[config.mk]
export PLATFORM = sky130hd
export DESIGN_NAME = timer_arbiter
export DESIGN_NICKNAME = d
export VERILOG_FILES = /design/src/rtl/timer_arbiter.sv
export SDC_FILE = /design/constraint.sdc
export NUM_CORES = 1
export LEC_CHECK = 0
export BUFFER_PORTS_ARGS = -buffer_cell sky130_fd_sc_hd__buf_4
export CAP_MARGIN = 20
export CORE_MARGIN = 5
export CORE_UTILIZATION = 53
export CTS_BUF_LIST = sky130_fd_sc_hd__clkbuf_4 sky130_fd_sc_hd__clkbuf_8
export CTS_CLUSTER_DIAMETER = 40
export DETAILED_ROUTE_END_ITERATION = 8
export PLACE_DENSITY = 0.83
export SKIP_CTS_REPAIR_TIMING = 1
export SLEW_MARGIN = 10
export SYNTH_ARGS = -nofsm -noshare
export SYNTH_HDL_FRONTEND = slang
export SYNTH_SLANG_ARGS = --single-unit
[constraint.sdc]
create_clock -name clk -period 2.95 [get_ports clk]
set_input_delay 0.1475 -clock clk [delete_from_list [all_inputs] [get_ports clk]]
set_output_delay 0.1475 -clock clk [all_outputs]
set_load 0.005 [all_outputs]
[src/rtl/timer_arbiter.sv]
// rtl/timer_arbiter.sv - two-requester arbiter for one shared countdown timer
//
// Ports:
//   clk, rst          clock; asynchronous active-high reset
//   req0, req1        requests, held until done or dropped to abort
//   init0, init1      count values, captured when the request is granted
//   timer_out         current count of the shared timer
//   timer_load        load the shared timer with timer_init
//   timer_en          let the shared timer count down
//   timer_init        load value, zero except while timer_load is high
//   gnt0, gnt1        current owner of the timer (one-hot or zero)
//   done0, done1      one-cycle pulse when the owner's count has expired
//   busy              arbiter is outside IDLE
//
// Build option: ROUND_ROBIN_EN - simultaneous requests alternate between the
// requesters; when undefined req0 always wins a tie.

module timer_arbiter (
    input  logic       clk,
    input  logic       rst,
    input  logic       req0,
    input  logic       req1,
    input  logic [3:0] init0,
    input  logic [3:0] init1,
    input  logic [3:0] timer_out,
    output logic       timer_load,
    output logic       timer_en,
    output logic [3:0] timer_init,
    output logic       gnt0,
    output logic       gnt1,
    output logic       done0,
    output logic       done1,
    output logic       busy
);

    typedef enum logic [1:0] {
        IDLE = 2'd0,
        LOAD = 2'd1,
        RUN  = 2'd2,
        DONE = 2'd3
    } state_t;

    state_t     state;
    logic       owner;
    logic [3:0] init_q;
    logic       winner;
    logic [3:0] winner_init;
    logic       owner_req;

`ifdef ROUND_ROBIN_EN
    // Requester served most recently; a tie goes to the other one.
    logic       last_served;
`endif

    always_comb begin
`ifdef ROUND_ROBIN_EN
        if (req0 && req1) begin
            winner = ~last_served;
        end else begin
            winner = ~req0;
        end
`else
        winner = ~req0;
`endif
        winner_init = winner ? init1 : init0;
        owner_req   = owner ? req1 : req0;
    end

    // The latched count is only presented while the timer is being loaded.
    assign timer_init = timer_load ? init_q : 4'd0;

    // Outputs are registered: each transition sets the values that belong to
    // the state being entered, so they always match the current state.
    always_ff @(posedge clk or posedge rst) begin
        if (rst) begin
            state       <= IDLE;
            owner       <= 1'b0;
            init_q      <= 4'd0;
`ifdef ROUND_ROBIN_EN
            last_served <= 1'b1;
`endif
            timer_load  <= 1'b0;
            timer_en    <= 1'b0;
            gnt0        <= 1'b0;
            gnt1        <= 1'b0;
            done0       <= 1'b0;
            done1       <= 1'b0;
            busy        <= 1'b0;
        end else begin
            timer_load <= 1'b0;
            timer_en   <= 1'b0;
            done0      <= 1'b0;
            done1      <= 1'b0;
            case (state)
                IDLE: begin
                    if (req0 || req1) begin
                        state       <= LOAD;
                        owner       <= winner;
                        init_q      <= winner_init;
`ifdef ROUND_ROBIN_EN
                        last_served <= winner;
`endif
                        timer_load  <= 1'b1;
                        gnt0        <= ~winner;
                        gnt1        <= winner;
                        busy        <= 1'b1;
                    end
                end
                LOAD: begin
                    state    <= RUN;
                    timer_en <= 1'b1;
                end
                RUN: begin
                    // A dropped request aborts even when the count has just
                    // reached zero, so no done pulse is produced.
                    if (!owner_req) begin
                        state <= IDLE;
                        gnt0  <= 1'b0;
                        gnt1  <= 1'b0;
                        busy  <= 1'b0;
                    end else if (timer_out == 4'd0) begin
                        state <= DONE;
                        done0 <= ~owner;
                        done1 <= owner;
                    end else begin
                        timer_en <= 1'b1;
                    end
                end
                DONE: begin
                    state <= IDLE;
                    gnt0  <= 1'b0;
                    gnt1  <= 1'b0;
                    busy  <= 1'b0;
                end
                default: begin
                    state <= IDLE;
                    gnt0  <= 1'b0;
                    gnt1  <= 1'b0;
                    busy  <= 1'b0;
                end
            endcase
        end
    end

endmodule

=== Word-level counts from Yosys, hierarchy flattened ===
Index checks and enable logic that the tools add are counted.

* Bits in registers: 14
* Bits of input ports: 16
* Output and inout port bits: 11

* Mux-type cells: 25
* Bitwise gates (word level): 2
* Eq/ne operators: 6
* Reductions and logical operators: 7

{| class="wikitable"
|+ Operators by type and width
! operator !! count
|-
| 2-to-1 mux 1 bit || 15
|-
| case mux 1 bit (3 select lines) || 3
|-
| 2-to-1 mux 4 bit || 2
|-
| case mux 2 bit (4 select lines) || 1
|-
| 2-to-1 mux 2 bit || 3
|-
| equality test 2 bit (second input constant) || 2
|-
| zero test 4 bit || 1
|-
| inequality test 2 bit (second input constant) || 2
|-
| AND reduction 2 bit || 2
|-
| inequality test 3 bit (second input constant) || 1
|-
| AND reduction 3 bit || 1
|-
| nonzero test 3 bit || 1
|-
| equality test 2 x 1 -> 1 bit (second input constant) || 1
|-
| zero test 2 bit || 1
|-
| NOT 1 bit || 2
|-
| case mux 1 bit (2 select lines) || 1
|-
| logical OR 1 bit || 1
|}

=== Longest topological paths before layout ===
Gate-level depths: netlist of run 1.

* Depth after elaboration: 4
* Gate-level depth with buffers: 6
* Depth with buffers taken out: 5

=== Least setup slack after synthesis of run 1 ===
Ideal clock, no wire load.

* Path kind: register to register
* From: register state[1]
* To: register gnt1
* Path slack: 1,432 ps
* Arrival: 1,393 ps
* Setup time: 125 ps
* Path buffers: 0
* Clock period less this slack: 1,518 ps
* Cell stages (with the launch flop): 6
* Path through: dfrtp_1 inv_1 ha_1 nor3b_2 a211oi_4 mux2_4

* Word-level cells in the longest chain between the ends: 3

{| class="wikitable"
|+ Ends and longest elaborated chain
! element !! RTL line !! text
|-
| start: declaration || 43 || <nowiki>state_t state;</nowiki>
|-
| start signal: assignment || 76 || <nowiki>state <= IDLE;</nowiki>
|-
| start signal: assignment || 97 || <nowiki>state <= LOAD;</nowiki>
|-
| start signal: assignment || 110 || <nowiki>state <= RUN;</nowiki>
|-
| equality test 2 bit or zero test 2 bit (tied branches) || 94 || <nowiki>case (state)</nowiki>
|-
| inequality test 2 bit (no source line) or nonzero test 3 bit (tied branches) || - ||
|-
| AND reduction 3 bit (no source line) || - ||
|-
| end signal: assignment || 105 || <nowiki>gnt1 <= winner;</nowiki>
|-
| end: declaration || 30 || <nowiki>output logic gnt1,</nowiki>
|}

Parallel ways exist; a longest one is shown, timed or not.
A chain may end at the register's enable or synchronous reset.

=== Worst setup path in the final report of run 1 ===
Same ends and word-level chain as after synthesis.

==> results of run 1 <==
## through the flow
step | area (um^2) | cells | util (%) | hold WS [ns]
2_1_floorplan | 731 | 71 | - | 0.0367
3_3_place_gp | 935 | 110 | 71.8 | 0.216
3_5_place_dp | 935 | 110 | 71.8 | 0.218
4_1_cts | 971 | 114 | 74.6 | -0.0876
5_1_grt | 981 | 115 | 75.4 | 0.138
6_report | 981 | 115 | 75.4 | 0.127
## flip-flops by register name (all words and copies together) (netlist names)
register    count
init_q          4
state           2
busy            1
done0           1
done1           1
gnt0            1
gnt1            1
owner           1
timer_en        1
timer_load      1
## path summary, 6_finish.rpt
path	to	depth (start not counted)
setup / recovery	gnt1$_DFFE_PP0P_	5
hold / removal	done1$_DFF_PP0_	3
setup reg to reg	gnt1$_DFFE_PP0P_	5
min in group asynchronous	gnt0$_DFFE_PP0P_	3
hold reg to reg	init_q[1]$_DFFE_PP0P_	2
max in group asynchronous	init_q[3]$_DFFE_PP0P_	3
## cell usage in the layout, fill, tap and decap left out, drive strengths merged
| cell type | Yosys | layout |
|---|---|---|
| nor4 | 2 | 2 |
| inv | 7 | 7 |
| and2 | 4 | 4 |
| nand2 | 8 | 8 |
| clkbuf | 0 | 4 |
| dfrtp | 14 | 14 |
| nor2 | 4 | 4 |
| a211oi | 2 | 2 |
| a21oi | 2 | 2 |
| or3 | 1 | 1 |
| or4 | 1 | 1 |
| dlygate4sd3 | 0 | 1 |
| o21a | 1 | 1 |
| mux2 | 2 | 2 |
| ha | 4 | 4 |
| mux2i | 5 | 5 |
| buf | 2 | 26 |
| nor3 | 1 | 1 |
| o22ai | 2 | 2 |
| nor3b | 2 | 2 |
| o21ai | 7 | 7 |
## cell type report
| class | count | area (um^2) | share of cell area (%) |
|---|---|---|---|
| clock buffers | 4 | 36.3 | 3.70 |
| inverters | 7 | 26.3 | 2.68 |
| multi-input cells | 48 | 344 | 35.1 |
| flip-flops and latches | 14 | 350 | 35.7 |
| well taps | 15 | 18.8 | 1.91 |
| repair buffers | 27 | 205 | 20.9 |
## logic make-up (layout without fill, tap and decap cells)
group                    Yosys count  after routing
AND/OR/NAND/NOR                   23             23
AO/OA/AOI/OAI                     14             14
flip-flops                        14             14
buffers and inverters              9             38
multiplexers                       7              7
adder cells (fa/ha/maj)            4              4
## routing by layer
layer	global-route usage [%]	wire length, um	up-vias
met5	0	0	-
met4	11.0	44	0
met3	3.45	113	9
met2	25.7	799	29
met1	21.5	725	274
li1	-	-	300
## tightest hold or removal path: cells and delay by family
| family | cells | cell delay, ns |
|---|---|---|
| buf+inv | 1 | 0.13 |
| simple gates | 2 | 0.11 |
## power by group
part / switching [mW] / internal, mW
Clock: 0.0653 / 0.0753
Combinational: 0.192 / 0.202
Sequential: 0.0578 / 0.270
==> PnR_summary.wiki, run 1 <==
{| class="wikitable"
! Metric !! Value
|-
| Total iterations of the first detailed-routing run || 4
|-
| Maxcap violations || 0
|-
| Fraction of the mapped netlist area in compound gates || 12.7%
|-
| Critical-path cell with the highest stage delay || sky130_fd_sc_hd__dfrtp_1
|-
| Origin of the critical flop-to-flop path || state[1]$_DFFE_PP0P_
|-
| Floorplan core area || 1300 um^2
|-
| Worst-case register-to-register setup slack || 1.27 ns
|-
| Setup repair after global routing missed its margin || no
|-
| CTS buffer count || 3
|-
| Sink count of the clock tree || 14
|-
| Wire per inst || 14.6 um
|-
| Count of cell types in the netlist || 21
|-
| Total number of vias || 612
|-
| Mapped Avg Cell Area || 10.3 um^2
|-
| Clock Root Buffer || sky130_fd_sc_hd__clkbuf_4
|-
| Chip Width || 47.1 um
|-
| Launch point of the worst hold path || req1
|-
| Worst min-delay path category || primary input to flip-flop
|-
| Cell taking the most area after synthesis || sky130_fd_sc_hd__dfrtp_1
|-
| Total GRT Usage || 16.9%
|-
| H-tree levels || 1
|-
| Grt ovf || 0
|-
| Remaining design rule violation count || 0
|-
| Worst setup slack after placement || 1.31 ns
|-
| DR iter-0 viols || 14
|-
| Effective utilization at floorplan || 56.2%
|-
| Max frequency || 0.597 GHz
|-
| Post-synthesis share of cell area spent on xor and xnor gates || 0%
|-
| GPL Wtd Cong || 0.938
|-
| Part of the Yosys area used for sequential elements || 47.9%
|-
| Number of core rows || 13
|-
| Cell leakage power || 0.506 nW
|-
| Vias per inst || 5.32
|-
| Post-synthesis instance area || 731 um^2
|-
| IO buf count || 26
|-
| Height of the chip || 47.1 um
|-
| Number of synthesized flops with an enable pin || 0
|-
| Setup Crit Path Kind || flip-flop to flip-flop
|-
| Critical path's largest stage delay || 0.45 ns
|-
| Seq cells post-synth || 14
|-
| Required time of the critical path || 3.13 ns
|-
| Simple-gate share of the synthesized area || 16.6%
|-
| Share of synthesized cell area in full adder, half adder and majority cells || 6.85%
|-
| Final Critical Period || 1.68 ns
|-
| Endpoint arrival time on the critical path || 1.86 ns
|-
| CP delay by family, top || flip-flops
|-
| Peak supply drop || 0.509 mV
|-
| TritonCTS clock tree || yes
|-
| Total of warnings raised by yosys || 0
|-
| Maximum number of pins on one net before global-route repair || 15
|-
| Fraction of final layout cells with drive strength greater than 1 || 34.0%
|-
| Worst setup margin || 1.27 ns
|-
| Latest clock arrival within the worst-skew pair || 0.29 ns
|-
| Number of antenna violations at the first check in global routing || 0
|-
| Most common cell in the synthesized netlist || sky130_fd_sc_hd__dfrtp_1
|-
| Async set or reset register ratio after synthesis || 100%
|-
| Total wire length || 1680 um
|-
| Type of element capturing the critical path || flip-flop
|-
| Gate Count Post-Synth || 71
|-
| Die ar. || 2220 um^2
|-
| Clock Skew || 0.00276 ns
|-
| Post-CTS clock slew at the launch and capture registers of the worst setup and hold paths || 0.08 ns
|-
| Worst slew margin || 32.1%
|-
| Setup tns final || 0 ns
|-
| Kind of start point of the critical path || flip-flop
|-
| Longest Clk Path Bufs || 2
|-
| Antenna-violating nets left || 0
|-
| Number of nets in the finished design || 121
|-
| Antenna diodes || 0
|-
| Most instantiated cells after synthesis || 14 x sky130_fd_sc_hd__dfrtp_1, 8 x sky130_fd_sc_hd__nand2_1, 7 x sky130_fd_sc_hd__inv_1, 7 x sky130_fd_sc_hd__o21ai_0, 5 x sky130_fd_sc_hd__mux2i_1
|-
| Pwr Total || 862 uW
|-
| Fraction of post-synthesis cell area in the top cell type by area || 47.9%
|-
| Number of global-route vias before repair || 600
|-
| Count of fill cells added during filler insertion || 93
|-
| Synthesis-to-layout area growth || 34.2%
|-
| Pwr Density || 879 nW/um^2
|-
| Total of endpoints with negative setup slack in the final report || 0
|-
| Worst slew pin tran || 1.01 ns
|-
| Tcrit/Tclk final || 56.8%
|-
| Buf+Inv Stages, Crit Path || 1
|-
| Highest fanout seen on the critical path || 6
|-
| Mux cell area share after synthesis || 11.0%
|-
| Main combinational cell family by area after synthesis || simple AND/OR/NAND/NOR gates
|-
| Result of the run || finished, final reports clean
|-
| Final Slew Violations || 0
|-
| I/O pin count || 27
|-
| DP Wirelength || 1180 um
|-
| Origin of the worst setup path || state[1]$_DFFE_PP0P_
|-
| Syn_nets || 91
|-
| Main area contributors after synthesis || sky130_fd_sc_hd__dfrtp_1 48%, sky130_fd_sc_hd__ha_1 6.8%, sky130_fd_sc_hd__mux2i_1 6.8%
|-
| Most used flip-flop cell after synthesis || sky130_fd_sc_hd__dfrtp_1
|-
| Cell-by-cell listing of the critical path || inv_1, ha_1, nor3b_2, a211oi_4, mux2_4
|-
| Global-route wire length before repair || 2550 um
|-
| Final count of hold timing violations || 0
|}
Power figures use the tool's default switching activity.
==> run 2, diff against run 1 <==
--- a/config.mk
+++ b/config.mk
@@ -5,14 +5,15 @@
 export SDC_FILE = /design/constraint.sdc
 export NUM_CORES = 1
 export LEC_CHECK = 0
+export ABC_AREA = 1
 export BUFFER_PORTS_ARGS = -buffer_cell sky130_fd_sc_hd__buf_4
 export CAP_MARGIN = 20
 export CORE_MARGIN = 5
-export CORE_UTILIZATION = 53
+export CORE_UTILIZATION = 46
 export CTS_BUF_LIST = sky130_fd_sc_hd__clkbuf_4 sky130_fd_sc_hd__clkbuf_8
 export CTS_CLUSTER_DIAMETER = 40
 export DETAILED_ROUTE_END_ITERATION = 8
-export PLACE_DENSITY = 0.83
+export PLACE_DENSITY = 0.75
 export SKIP_CTS_REPAIR_TIMING = 1
 export SLEW_MARGIN = 10
 export SYNTH_ARGS = -nofsm -noshare
==> constraint.sdc (replaced) <==
create_clock -name clk -period 1.42 [get_ports clk]
set_input_delay 0.071 -clock clk [delete_from_list [all_inputs] [get_ports clk]]
set_output_delay 0.071 -clock clk [all_outputs]
set_load 0.005 [all_outputs]
==> run 2 against run 1 <==
Via count is 7.5% higher. Cell count rose by 19%. Critical path type unchanged. Largest power group unchanged. Critical path depth decreased by 1. Wire length down 6.4%. Core utilization decreased by 14 points. Power up 110%. Largest cell class is now multi-input gates.
==> PnR_summary.wiki, run 2 <==
{| class="wikitable"
! Metric !! Value
|-
| Result of the run || finished, final reports clean (unchanged)
|-
| IO buf count || 26 (unchanged)
|-
| Required time of the critical path || 1.61 ns (was 3.13 ns)
|-
| Register cell area after layout || 350 um^2 (unchanged)
|-
| Total GRT Usage || 14.2% (was 16.9%)
|-
| Floorplan core area || 1670 um^2 (was 1300 um^2)
|-
| Worst slew pin tran || 0.527 ns (was 1.01 ns)
|-
| Die ar. || 2640 um^2 (was 2220 um^2)
|-
| Post-CTS clock slew at the launch and capture registers of the worst setup and hold paths || 0.08 ns (about the same)
|-
| Kind of start point of the critical path || flip-flop (unchanged)
|-
| Setup Crit Path Kind || flip-flop to flip-flop (unchanged)
|-
| Sink count of the clock tree || 14 (unchanged)
|-
| Gate Count Post-Synth || 91 (was 71)
|-
| Final Critical Period || 1.31 ns (was 1.68 ns)
|-
| Synthesis-to-layout area growth || 30.3% (was 34.2%)
|-
| Setup repair after global routing missed its margin || no (unchanged)
|-
| Endpoint arrival time on the critical path || 1.50 ns (was 1.86 ns)
|-
| Most common cell in the synthesized netlist || sky130_fd_sc_hd__nand2_1 (was sky130_fd_sc_hd__dfrtp_1)
|-
| Peak supply drop || 0.995 mV (was 0.509 mV)
|-
| Antenna diodes || 0 (unchanged)
|-
| Pwr Total || 1.79 mW (was 862 uW)
|-
| Clock Skew || 0.00783 ns (was 0.00276 ns)
|-
| GPL Wtd Cong || 0.849 (was 0.938)
|-
| TritonCTS clock tree || yes (unchanged)
|-
| Number of nets in the finished design || 142 (was 121)
|-
| Chip Width || 51.4 um (was 47.1 um)
|-
| Max frequency || 0.763 GHz (was 0.597 GHz)
|-
| Worst-case register-to-register setup slack || 0.11 ns (was 1.27 ns)
|-
| Global-route wire length before repair || 2820 um (was 2550 um)
|-
| Cell taking the most area after synthesis || sky130_fd_sc_hd__dfrtp_1 (unchanged)
|-
| Syn_nets || 111 (was 91)
|-
| Number of antenna violations at the first check in global routing || 0 (unchanged)
|-
| I/O pin count || 27 (unchanged)
|-
| Effective utilization at floorplan || 47.2% (was 56.2%)
|-
| Launch point of the worst hold path || req0 (was req1)
|-
| Clock Root Buffer || sky130_fd_sc_hd__clkbuf_4 (unchanged)
|-
| DR iter-0 viols || 26 (was 14)
|-
| Remaining design rule violation count || 0 (unchanged)
|-
| Register with the most flip-flops || init_q (unchanged)
|-
| Maximum number of pins on one net before global-route repair || 15 (unchanged)
|-
| Commonest cells after routing, fill and taps aside || 27 x sky130_fd_sc_hd__buf_4, 22 x sky130_fd_sc_hd__nand2_1, 16 x sky130_fd_sc_hd__nor2_1 (was 26 x sky130_fd_sc_hd__buf_4, 14 x sky130_fd_sc_hd__dfrtp_1, 8 x sky130_fd_sc_hd__nand2_1)
|-
| Main area contributors after synthesis || sky130_fd_sc_hd__dfrtp_1 44%, sky130_fd_sc_hd__nand2_1 10%, sky130_fd_sc_hd__nor2_1 7.6% (was sky130_fd_sc_hd__dfrtp_1 48%, sky130_fd_sc_hd__ha_1 6.8%, sky130_fd_sc_hd__mux2i_1 6.8%)
|-
| Fraction of post-synthesis cell area in the top cell type by area || 44.4% (was 47.9%)
|-
| Latest clock arrival within the worst-skew pair || 0.28 ns (was 0.29 ns)
|-
| Post-synthesis instance area || 788 um^2 (was 731 um^2)
|-
| Type of element capturing the critical path || flip-flop (unchanged)
|-
| Count of cell types in the netlist || 19 (was 21)
|-
| Total iterations of the first detailed-routing run || 4 (unchanged)
|-
| End of the worst register-to-register path || init_q[1]$_DFFE_PP0P_ (was gnt1$_DFFE_PP0P_)
|-
| Total area of multi-input combinational cells || 369 um^2 (was 344 um^2)
|-
| Vias per inst || 4.80 (was 5.32)
|-
| Count of fill cells added during filler insertion || 144 (was 93)
|-
| Fraction of final layout cells with drive strength greater than 1 || 37.5% (was 34.0%)
|-
| Origin of the critical flop-to-flop path || state[1]$_DFFE_PP0P_ (unchanged)
|-
| Final count of hold timing violations || 0 (unchanged)
|-
| Wire per inst || 11.5 um (was 14.6 um)
|-
| Cell leakage power || 0.581 nW (was 0.506 nW)
|-
| Part of the Yosys area used for sequential elements || 44.4% (was 47.9%)
|-
| Highest fanout seen on the critical path || 11 (was 6)
|-
| Total of endpoints with negative setup slack in the final report || 0 (unchanged)
|-
| Largest registers ranked by flip-flop count || init_q (4), state (2) (unchanged)
|-
| Most used flip-flop cell after synthesis || sky130_fd_sc_hd__dfrtp_1 (unchanged)
|-
| Setup tns final || 0 ns (unchanged)
|-
| Grt ovf || 0 (unchanged)
|-
| Worst slew margin || 64.8% (was 32.1%)
|-
| Height of the chip || 51.4 um (was 47.1 um)
|-
| Total number of vias || 658 (was 612)
|-
| Number of synthesized flops with an enable pin || 0 (unchanged)
|-
| Antenna-violating nets left || 0 (unchanged)
|-
| Hold path endpoint || owner$_DFFE_PP0P_ (was done1$_DFF_PP0_)
|-
| Total of warnings raised by yosys || 0 (unchanged)
|-
| Maxcap violations || 0 (unchanged)
|-
| CTS buffer count || 3 (unchanged)
|-
| Final Slew Violations || 0 (unchanged)
|-
| H-tree levels || 1 (unchanged)
|-
| Mapped Avg Cell Area || 8.66 um^2 (was 10.3 um^2)
|-
| Number of cells on the worst reg-to-reg path || 4 (was 5)
|-
| Number of flip-flops in the largest register || 4 (unchanged)
|-
| Cells on Worst Hold Path || 2 (was 3)
|-
| Seq cells post-synth || 14 (unchanged)
|-
| Pwr Density || 1740 nW/um^2 (was 879 nW/um^2)
|-
| Tcrit/Tclk final || 92.3% (was 56.8%)
|-
| Async set or reset register ratio after synthesis || 100% (unchanged)
|-
| Worst min-delay path category || primary input to flip-flop (unchanged)
|-
| Most common cell after layout, fill and taps aside || sky130_fd_sc_hd__buf_4 (unchanged)
|-
| Number of core rows || 15 (was 13)
|-
| Number of global-route vias before repair || 638 (was 600)
|-
| Longest Clk Path Bufs || 2 (unchanged)
|-
| Most instantiated cells after synthesis || 22 x sky130_fd_sc_hd__nand2_1, 16 x sky130_fd_sc_hd__nor2_1, 14 x sky130_fd_sc_hd__dfrtp_1, 11 x sky130_fd_sc_hd__inv_1, 4 x sky130_fd_sc_hd__ha_1 (was 14 x sky130_fd_sc_hd__dfrtp_1, 8 x sky130_fd_sc_hd__nand2_1, 7 x sky130_fd_sc_hd__inv_1, 7 x sky130_fd_sc_hd__o21ai_0, 5 x sky130_fd_sc_hd__mux2i_1)
|-
| Total wire length || 1580 um (was 1680 um)
|}
run 2: cell count changes in the layout (fill, tap and decap cells not counted), sizes merged, moves of 2 or more:
cell / previous run / this run
nor2: 4 / 17
o31ai: 0 / 4
nor4: 2 / 0
nand3: 0 / 3
nand4: 0 / 3
nor3b: 2 / 0
mux2i: 5 / 0
a211oi: 2 / 0
inv: 7 / 12
nand2: 8 / 26
mux2: 2 / 0
and2: 4 / 0
o21ai: 7 / 2
o22ai: 2 / 0
run 2: per-stage QoR:
stage | util [%] | setup WS, ns | hold WS, ns | std cells | instance area [um^2]
2_1_floorplan | - | 0.206 | -0.0398 | 91 | 788
3_3_place_gp | 58.8 | 0.0897 | 0.142 | 132 | 982
3_5_place_dp | 58.8 | 0.0548 | 0.149 | 132 | 982
4_1_cts | 60.1 | 0.0445 | -0.149 | 135 | 1000
5_1_grt | 61.5 | 0.00260 | 0.0941 | 137 | 1030
6_report | 61.5 | 0.109 | 0.0686 | 137 | 1030
run 2: worst max path at each step:
stage / from / to / slack [ns] / cells after the start
after global placement: state[1]$_DFFE_PP0P_ / init_q[1]$_DFFE_PP0P_ / 0.09 / 4
after global routing: state[1]$_DFFE_PP0P_ / init_q[1]$_DFFE_PP0P_ / 0.003 / 4
final: state[1]$_DFFE_PP0P_ / init_q[1]$_DFFE_PP0P_ / 0.11 / 4
after detailed placement: state[1]$_DFFE_PP0P_ / init_q[1]$_DFFE_PP0P_ / 0.05 / 4
after CTS: state[1]$_DFFE_PP0P_ / init_q[1]$_DFFE_PP0P_ / 0.04 / 4
after floorplan: state[1]$_DFFE_PP0P_ / init_q[0]$_DFFE_PP0P_ / 0.21 / 5
run 2: area by class of cell:
cell class / instances / area share, %
repair buffers: 28 / 20.7
flip-flops and latches: 14 / 34.1
multi-input cells: 62 / 35.9
well taps: 17 / 2.07
clock buffers: 3 / 2.19
inverters: 13 / 4.99
run 2: worst max-delay path: stages (launching register included):
cell and delay [ns]:
sky130_fd_sc_hd__dfrtp_1 0.46, sky130_fd_sc_hd__inv_1 0.13, sky130_fd_sc_hd__ha_2 0.24, sky130_fd_sc_hd__o21ai_2 0.17
sky130_fd_sc_hd__o31ai_1 0.23
run 2: cell families after synthesis:
| logic type | share of synthesized area, % |
|---|---|
| compound gates | 9.68 |
| fa+ha+maj | 6.35 |
| buf+inv | 9.36 |
| flops | 44.4 |
| simple gates | 30.2 |
run 2: power by group:
part / leakage (nW) / internal [mW] / switching, mW
logic: 0.391 / 0.422 / 0.467
registers: 0.176 / 0.564 / 0.113
clock network: 0.0138 / 0.0983 / 0.123
run 2: routing by layer:
layer | vias up | global-route usage (%) | wire length [um]
li1 | 344 | - | -
met1 | 282 | 19.9 | 767
met2 | 28 | 21.0 | 666
met3 | 4 | 2.92 | 122
met4 | 0 | 6.55 | 22
met5 | - | 0 | 0
